File: src/rtl/cpu_pkg.sv
// Shared shift-controller definitions: shift-register commands, R-type
// function codes and the controller state encoding.
package cpu_pkg;

  typedef enum logic [2:0] {
    SC_NOP  = 3'b000,
    SC_LOAD = 3'b001,
    SC_SLL  = 3'b010,
    SC_SRL  = 3'b011,
    SC_SRA  = 3'b100
  } shift_cmd_e;

  localparam logic [5:0] FUNCT_SLL  = 6'h00;
  localparam logic [5:0] FUNCT_SRL  = 6'h02;
  localparam logic [5:0] FUNCT_SRA  = 6'h03;
  localparam logic [5:0] FUNCT_SLLV = 6'h04;
  localparam logic [5:0] FUNCT_SRLV = 6'h06;
  localparam logic [5:0] FUNCT_SRAV = 6'h07;

  typedef enum logic [1:0] {
    ST_IDLE    = 2'd0,
    ST_LOAD    = 2'd1,
    ST_SHIFT   = 2'd2,
    ST_CAPTURE = 2'd3
  } state_e;

endpackage

File: src/rtl/shift_ctrl_decode.sv
// Combinational R-type function decode: shift command, whether the amount
// comes from Rs (variable form) and whether the function code is a shift.
module shift_ctrl_decode
  import cpu_pkg::*;
(
  input  logic [5:0] funct,
  output shift_cmd_e op,
  output logic       var_amt,
  output logic       legal
);

  // Map each shift function code onto its command; anything else is illegal
  always_comb begin
    op      = SC_NOP;
    var_amt = 1'b0;
    legal   = 1'b1;
    case (funct)
      FUNCT_SLL:  op = SC_SLL;
      FUNCT_SRL:  op = SC_SRL;
      FUNCT_SRA:  op = SC_SRA;
      FUNCT_SLLV: begin op = SC_SLL; var_amt = 1'b1; end
      FUNCT_SRLV: begin op = SC_SRL; var_amt = 1'b1; end
      FUNCT_SRAV: begin op = SC_SRA; var_amt = 1'b1; end
      default:    legal = 1'b0;
    endcase
  end

endmodule

File: src/rtl/shift_ctrl.sv
// Shift controller: sequences an external shift register through
// load / shift / capture for one R-type shift instruction.
// Optional feature macro SHIFT_CTRL_ILLEGAL_TRAP_EN: when defined, an
// unlisted function code skips load/shift, keeps Result and flags Err.
module shift_ctrl
  import cpu_pkg::*;
#(
  parameter int DATA_W = 32,
  parameter int AMT_W  = 5
) (
  input  logic              clk,
  input  logic              reset,
  input  logic              Start,
  input  logic [5:0]        Funct,
  input  logic [4:0]        Shamt,
  input  logic [DATA_W-1:0] Rs_value,
  input  logic [DATA_W-1:0] Rt_value,
  input  logic [DATA_W-1:0] Shift_reg_out,
  output logic [2:0]        ShiftControl,
  output logic [DATA_W-1:0] Shift_source,
  output logic [DATA_W-1:0] Shift_amount,
  output logic [DATA_W-1:0] Result,
  output logic              Busy,
  output logic              Done,
  output logic              Err
);

  state_e              state_q, state_d;
  shift_cmd_e          dec_op, op_q;
  logic                dec_var, dec_legal;
  logic [AMT_W-1:0]    new_amt, amt_q;
  logic [DATA_W-1:0]   rt_q, result_q;
  logic                done_q;
  logic                accept;

  shift_ctrl_decode u_decode (
    .funct   (Funct),
    .op      (dec_op),
    .var_amt (dec_var),
    .legal   (dec_legal)
  );

  assign accept  = (state_q == ST_IDLE) && Start;
  assign new_amt = dec_var ? Rs_value[AMT_W-1:0] : AMT_W'(Shamt);

`ifdef SHIFT_CTRL_ILLEGAL_TRAP_EN
  logic illegal_q;
  logic err_q;
  logic unused_rs;
  assign unused_rs = ^Rs_value[DATA_W-1:AMT_W];
`else
  logic unused_bits;
  assign unused_bits = ^{Rs_value[DATA_W-1:AMT_W], dec_legal};
`endif

  // State register
  always_ff @(posedge clk or negedge reset) begin
    if (!reset) state_q <= ST_IDLE;
    else        state_q <= state_d;
  end

  // Next-state sequencing; Start only matters while idle
  always_comb begin
    state_d = state_q;
    case (state_q)
      ST_IDLE: begin
        if (Start) begin
`ifdef SHIFT_CTRL_ILLEGAL_TRAP_EN
          state_d = dec_legal ? ST_LOAD : ST_CAPTURE;
`else
          state_d = ST_LOAD;
`endif
        end
      end
      ST_LOAD:    state_d = ST_SHIFT;
      ST_SHIFT:   state_d = ST_CAPTURE;
      ST_CAPTURE: state_d = ST_IDLE;
      default:    state_d = ST_IDLE;
    endcase
  end

  // Command and operand outputs to the shift register
  always_comb begin
    ShiftControl = SC_NOP;
    Shift_source = '0;
    Shift_amount = '0;
    Busy         = 1'b0;
    case (state_q)
      ST_LOAD: begin
        ShiftControl = SC_LOAD;
        Shift_source = rt_q;
        Shift_amount = DATA_W'(amt_q);
        Busy         = 1'b1;
      end
      ST_SHIFT: begin
        ShiftControl = op_q;
        Shift_source = rt_q;
        Shift_amount = DATA_W'(amt_q);
        Busy         = 1'b1;
      end
      ST_CAPTURE: Busy = 1'b1;
      default: ;
    endcase
  end

  // Latch the operation on acceptance so later input changes are ignored
  always_ff @(posedge clk or negedge reset) begin
    if (!reset) begin
      rt_q      <= '0;
      amt_q     <= '0;
      op_q      <= SC_NOP;
`ifdef SHIFT_CTRL_ILLEGAL_TRAP_EN
      illegal_q <= 1'b0;
`endif
    end else if (accept) begin
      rt_q      <= Rt_value;
      amt_q     <= new_amt;
      op_q      <= dec_op;
`ifdef SHIFT_CTRL_ILLEGAL_TRAP_EN
      illegal_q <= !dec_legal;
`endif
    end
  end

  // Capture the shifted value and raise Done for the following cycle
  always_ff @(posedge clk or negedge reset) begin
    if (!reset) begin
      result_q <= '0;
      done_q   <= 1'b0;
`ifdef SHIFT_CTRL_ILLEGAL_TRAP_EN
      err_q    <= 1'b0;
`endif
    end else begin
      done_q <= (state_q == ST_CAPTURE);
`ifdef SHIFT_CTRL_ILLEGAL_TRAP_EN
      err_q  <= (state_q == ST_CAPTURE) && illegal_q;
      if ((state_q == ST_CAPTURE) && !illegal_q) result_q <= Shift_reg_out;
`else
      if (state_q == ST_CAPTURE) result_q <= Shift_reg_out;
`endif
    end
  end

  assign Result = result_q;
  assign Done   = done_q;
`ifdef SHIFT_CTRL_ILLEGAL_TRAP_EN
  assign Err    = err_q;
`else
  assign Err    = 1'b0;
`endif

endmodule
File: config.mk
export PLATFORM = sky130hd
export DESIGN_NAME = shift_ctrl
export DESIGN_NICKNAME = d
export VERILOG_FILES = /design/src/rtl/cpu_pkg.sv /design/src/rtl/shift_ctrl_decode.sv /design/src/rtl/shift_ctrl.sv
export SDC_FILE = /design/constraint.sdc
export NUM_CORES = 1
export LEC_CHECK = 0
export CORE_ASPECT_RATIO = 0.75
export CORE_MARGIN = 3
export CORE_UTILIZATION = 40
export CTS_CLUSTER_SIZE = 8
export DETAILED_ROUTE_END_ITERATION = 8
export PLACE_DENSITY_LB_ADDON = 0.05
export SETUP_SLACK_MARGIN = 0.15
export SLEW_MARGIN = 20
export SYNTH_ARGS = -nofsm -noshare
export SYNTH_HDL_FRONTEND = slang
export SYNTH_SLANG_ARGS = --single-unit
File: constraint.sdc
create_clock -name clk -period 4.8 [get_ports clk]
set_input_delay 0.96 -clock clk [delete_from_list [all_inputs] [get_ports clk]]
set_output_delay 0.96 -clock clk [all_outputs]
set_load 0.01 [all_outputs]
==> summary.txt <==
Critical path
  – Worst Setup Start Kind: flop
  – CP cell instances: inv_1 -> ha_1 -> and2_1 -> clkdlybuf4s50_1
  – Worst R2R End: rt_q[22]
  – Reg2reg setup slack: roughly 2.8 ns
  – Max stage delay on crit path: 0.96 ns
  – Crit-path slowest cell: ha_1
  – Worst Path Max Fanout: 39
  – Crit end category: primary output
  – Crit path DAT: approximately 2.6 ns
  – Critical path class: reg -> out
  – Worst Setup SP: state_q[0]
  – Worst r2r src: state_q[0]
  – Register-to-Register Path Depth: 6
  – Critical Path RT: approximately 3.8 ns

Pwr
  – NetSw: ~1.1 mW
  – Lkg Pwr: ~2.4 nW
  – Peak VDD IR: approximately 0.31 mV
  – Logic pwr share: between 40% and 50%
  – Part of the power in registers: 29.9%
  – Clock Power Share: a little over a fifth
  – Switching power share of the total: between 30% and 40%
  – Power density cells: 678.7 mW/mm^2
  – Internal Power: ~2.4 mW

STA
  – Worst slew margin: between 30 and 40%
  – Peak Freq: between 200 and 300 MHz
  – Final setup fails: 0
  – Period utilization: around three quarters
  – Period minus WS final: approximately 3.6 ns
  – Final Slew Violations: 0
  – Clock skew: 0.004424 ns
  – Slew @ Worst Pin: 1.005 ns
  – RSZ-0062 raised after global routing: no
  – Setup tns final: 0 ns
  – Final Hold Viols: 0

Clock tree
  – CTS buffer count: 9
  – CTS tree: built
  – Clock transition at the registers of the reported paths: 0.05 ns
  – Resized cells post-CTS: 0
  – Hold buffer count at cts: 0
  – Clock Tree Buf Depth: 2
  – Root Buffer: clkbuf_16
  – Clock latency on the worst-skew pair: about 0.33 ns
  – H-Tree Depth: 3
  – Setup bufs post-CTS: 0
  – CTS Sinks: between 70 and 80

Cells and area
  – Fin util: between 60% and 70%
  – Most frequent cells in the layout: clkdlybuf4s50_1, nand2_1, dfrtp_1, and2_1, mux2_2
  – Nets: about 600
  – Cell Count, Final, Fillers Out: 599
  – Most common cell after layout, fill and taps aside: clkdlybuf4s50_1
  – Area delta synth->final: 54.66%
  – Ant. Diodes: 0
  – Final instance area: roughly 0.0053 sq mm
  – Layout cell share with drive strength beyond 1: 9.919%

Placement
  – DP Wirelength: around 6 mm
  – Inst Count DP: a little under 600
  – Routability cong.: about 0.81
  – Port bufs: between 150 and 200
  – Cell area after placement: 0.004954 sq mm

Synthesis
  – Simple-Gate Fraction of Synth Area: 21.08%
  – Avg Cell Area, Syn: 10.16 sq um
  – FF+latch count, synth: 75
  – Synth Area in XOR/XNOR: 0%
  – Post-synth cell types: 23
  – Post-Syn Area: roughly 0.0034 sq mm
  – Main combinational cell family by area after synthesis: simple AND/OR/NAND/NOR gates
  – Synth Area in Adders: roughly 1.5%
  – Area contributors post-synth: dfrtp_1, nand2_1, mux2_2
  – Post-synth top area share: 54.80%
  – Sequential area share after synthesis: around 55%
  – Leading area contributor after synthesis: dfrtp_1
  – Syn Inst Count: 337
  – Post-synthesis mux area share: around a tenth
  – Synth Area in Compound Gates: between 3 and 4%
  – Yosys warns: 0

Floorplan
  – Die area: slightly below 0.01 sq mm
  – Site Rows: 28
  – Io pins: ~210
  – Starting Density: 42.32%
  – DIE WIDTH: ~110 um
  – Core area: 0.008093 sq mm
  – Die height: roughly 86 um

Hold path
  – Hold Crit Class: reg -> reg
  – Hold Path Origin: rt_q[15]
  – WHS Endpoint: rt_q[15]
  – Worst hold stages: 2

Detailed routing
  – WL final: 8.475 mm
  – # DRC: 0
  – WL per Instance: roughly 14 um
  – DRT antenna net count: 0
  – DRT iter0 DRCs: between 90 and 100
  – Via count: 2718
  – TritonRoute pass-1 iters: 4
  – Via/cell ratio: around 4.5

GRT
  – Antenna violations before repair: 0
  – Total congestion overflow: 0
  – Largest net degree at the start of global routing: 76
  – Gr usage total: between 10% and 20%
  – First-pass GRT wire length: between 10 and 15 mm
  – Vias in the first global route: around 2700

Flow run
  – Max cap viols: 0

Status
  – Status: finished clean
[sequential cells by signal, indices dropped and copies added (netlist names)]
register  count
Done          1
Result       32
amt_q         5
op_q          3
rt_q         32
state_q       2
[worst max-delay path by stage]
stage	endpoint	slack (ns)	cells after the start
floorplan	Shift_source[14]	2.51	5
global route	Shift_source[12]	1.03	4
finish	Shift_source[12]	1.23	4
global placement	Shift_source[2]	1.59	4
detailed placement	Shift_source[12]	1.58	4
CTS	Shift_source[12]	1.17	4
[logic make-up after synthesis]
logic type               after synthesis
AND/OR/NAND/NOR                      159
flip-flops                            75
buffers and inverters                 49
multiplexers                          32
AO/OA/AOI/OAI                         17
adder cells (fa/ha/maj)                4
other                                  1
[power groups by stage]
| stage | Sequential, mW | Combinational [mW] | Clock [mW] |
|---|---|---|---|
| final | 1.08 | 1.75 | 0.770 |
| after global placement | 1.07 | 1.75 | 0 |
| after global routing | 1.12 | 1.91 | 0.816 |
| after detailed placement | 1.09 | 1.77 | 0 |
| after CTS | 1.08 | 1.78 | 0.790 |
| after floorplan | 1.13 | 0.810 | 0 |
[worst max-delay path: cells and delay by family, from the launching register on]
| kind | cells | cell delay (ns) |
|---|---|---|
| buffers and inverters | 2 | 0.67 |
| adder cells (fa/ha/maj) | 1 | 0.96 |
| flip-flops | 1 | 0.40 |
| AND/OR/NAND/NOR | 1 | 0.25 |
[final cells by class]
cell class,instances,area (sq um)
Fill cell,704,2796
Sequential cell,75,1877
Timing Repair Buffer,159,1582
Multi-Input combinational cell,240,1349
Clock buffer,11,242.7
Tap cell,105,131.4
Clock inverter,5,100.1
Inverter,4,15.01
[synthesized netlist by cell type]
master    number
nand2_1      101
conb_1         1
mux2_2        30
nand4_1        5
nor2b_1        2
dfrtp_1       75
ha_1           4
or3_1          1
o21ai_0        2
and2_1        40
mux2_1         2
inv_1          4
buf_4         28
o31ai_1        8
nor3_1         1
a31oi_1        5
clkbuf_1       8
clkbuf_2       1
nand3_1        1
nor2_1         7
buf_2          8
nand2b_1       1
a21oi_1        2
[routing by layer]
layer	vias up	wire length (um)	global-route usage, %
met5	-	0	0
met4	0	157	6.878
met3	14	692	6.488
met2	108	3772	26.40
met1	1269	3852	23.73
li1	1327	-	-
[per-stage QoR]
stage	hold WS (ns)	power (mW)	setup WS (ns)
6_report	0.4625	3.595	1.235
5_1_grt	0.4831	3.843	1.028
4_1_cts	0.4678	3.649	1.169
3_5_place_dp	0.4536	2.856	1.581
3_3_place_gp	0.4491	2.823	1.589
2_1_floorplan	0.4374	1.944	2.514
(Power assumes the default switching activity.)
==> variant: new RTL, same flow settings <==
Build with the macro `SHIFT_CTRL_ILLEGAL_TRAP_EN` defined.
--- a/src/rtl/shift_ctrl.sv
+++ b/src/rtl/shift_ctrl.sv
@@ -4,2 +4,4 @@
 // unlisted function code skips load/shift, keeps Result and flags Err.
+`define SHIFT_CTRL_ILLEGAL_TRAP_EN
+
 module shift_ctrl
Function: changed (a bounded check fails within 4 cycles, from zero or initial values and one cycle with reset low).
==> variant against the unedited design <==
- worst setup slack lost 0.029 ns
- routed wire length grew 6.1%
- via count grew 2.2%
- maximum frequency shrank 0.82%
- synthesized area grew 2.6%
- clock skew grew 0.0028 ns
- cell count grew 0.83%
- sequential cell count grew 2
- global-route usage is essentially flat
- cell area grew 1.6%
- total power shrank 1.8%
- critical path depth is the same
- critical endpoint is now Shift_source[2]
==> variant: results (changes against the unedited design) <==
Status
  – Run status: finished clean (unchanged)

Synth
  – Area share of fa/ha/maj cells after synthesis: 1.78% (was 1.46%)
  – Post-synth top flop: dfrtp_1 (unchanged)
  – Sequential-to-total area share from yosys stat: 54.8% (about the same)
  – Area contributors post-synth: dfrtp_1 (55%), nand2_1 (10%), mux2_2 (9.6%) (was dfrtp_1 (55%), nand2_1 (11%), mux2_2 (9.9%))
  – Post-synth cell types: 29 (was 23)
  – Synthesized area per cell: 10.3 um2 (was 10.2 um2)
  – Multiplexer share of the synthesized area: 10.3% (was 10.5%)
  – Synth Area in Compound Gates: 3.56% (was 3.25%)
  – Most frequent cells after synthesis: nand2_1 (98), dfrtp_1 (77), and2_1 (39) (was nand2_1 (101), dfrtp_1 (75), and2_1 (40))
  – Post-synth top area share: 54.8% (about the same)

Global routing
  – Gr usage total: 17.7% (was 17.8%)
  – Met1 Use GR: 23.4% (was 23.7%)
  – GRT met3 Usage: 6.53% (was 6.49%)
  – Vias in the first global route: 2789 (was 2680)
  – First-pass GRT wire length: 13.8 mm (was 13.6 mm)
  – Largest net degree at the start of global routing: 78 (was 76)
  – Global Route met2 Usage: 27.5% (was 26.4%)

Pwr
  – Leakage power: 2.42 nW (was 2.39 nW)
  – Worst vdd ir: 327 uV (was 312 uV)

STA
  – Slew HR: 29.4% (was 33.0%)
  – Clock Skew: 0.00726 ns (was 0.00442 ns)
  – Post-route minimum period: 3.59 ns (was 3.57 ns)

Finish
  – Fin nets: 609 (was 603)
  – Share of cells above drive strength 1: 10.4% (was 9.92%)

Clock tree
  – Clk_lat worst skew: 0.33 ns (about the same)

Worst setup path
  – Crit path arrival time: 2.63 ns (was 2.61 ns)
  – Reg2Reg Setup Slack: 2.73 ns (was 2.76 ns)
  – CP max stage delay: 1.01 ns (was 0.96 ns)
  – CP Capture Point: Shift_source[2] (was Shift_source[12])
  – R2R Path End: state_q[1]$_DFFE_PN0P_ (was rt_q[22]$_DFFE_PN0P_)
  – R2R depth: 5 (was 6)

Hold path
  – Endpoint, Worst Hold: rt_q[22]$_DFFE_PN0P_ (was rt_q[15]$_DFFE_PN0P_)
  – Hold_sp: rt_q[22]$_DFFE_PN0P_ (was rt_q[15]$_DFFE_PN0P_)

Route
  – Vias per cell: 4.60 (was 4.54)
  – Via count: 2778 (was 2718)
  – WL final: 9.00 mm (was 8.48 mm)

Place
  – DP Area: 5050 um2 (was 4950 um2)
  – Port bufs: 157 (was 156)
  – RePlAce Congestion: 0.740 (was 0.811)
  – Placed insts: 588 (was 583)
  – DP HPWL: 6.35 mm (was 6.00 mm)
variant: cell count changes after synthesis, moves of 2 or more:
cell     change
nand2_1      -3
o31ai_1      -3
and3_1       +2
dfrtp_1      +2
nor2b_1      +2
variant: through the flow:
step / hold WS [ns] / util (%)
2_1_floorplan: 0.438 / -
3_3_place_gp: 0.449 / 61.6
3_5_place_dp: 0.454 / 61.6
4_1_cts: 0.468 / 65.6
5_1_grt: 0.493 / 65.6
6_report: 0.465 / 65.6
variant: routing by layer:
layer  up-vias  part of all wire [%]
met3        10                    11
met2       131                    45
met5         -                     0
met1      1284                    43
li1       1353                     -
met4         0                   1.0
variant: cell type report:
type	instances	area, um2
repair buffers	159	1580
multi-input cells	243	1400
fillers	708	2820
flip-flops and latches	77	1930
inverters	4	15.0
clock inverters	6	86.3
well taps	105	131
clock buffers	10	239
variant: where the power goes:
part | switching [mW] | internal [mW]
clock | 0.263 | 0.468
combinational | 0.730 | 0.962
sequential | 0.150 | 0.958
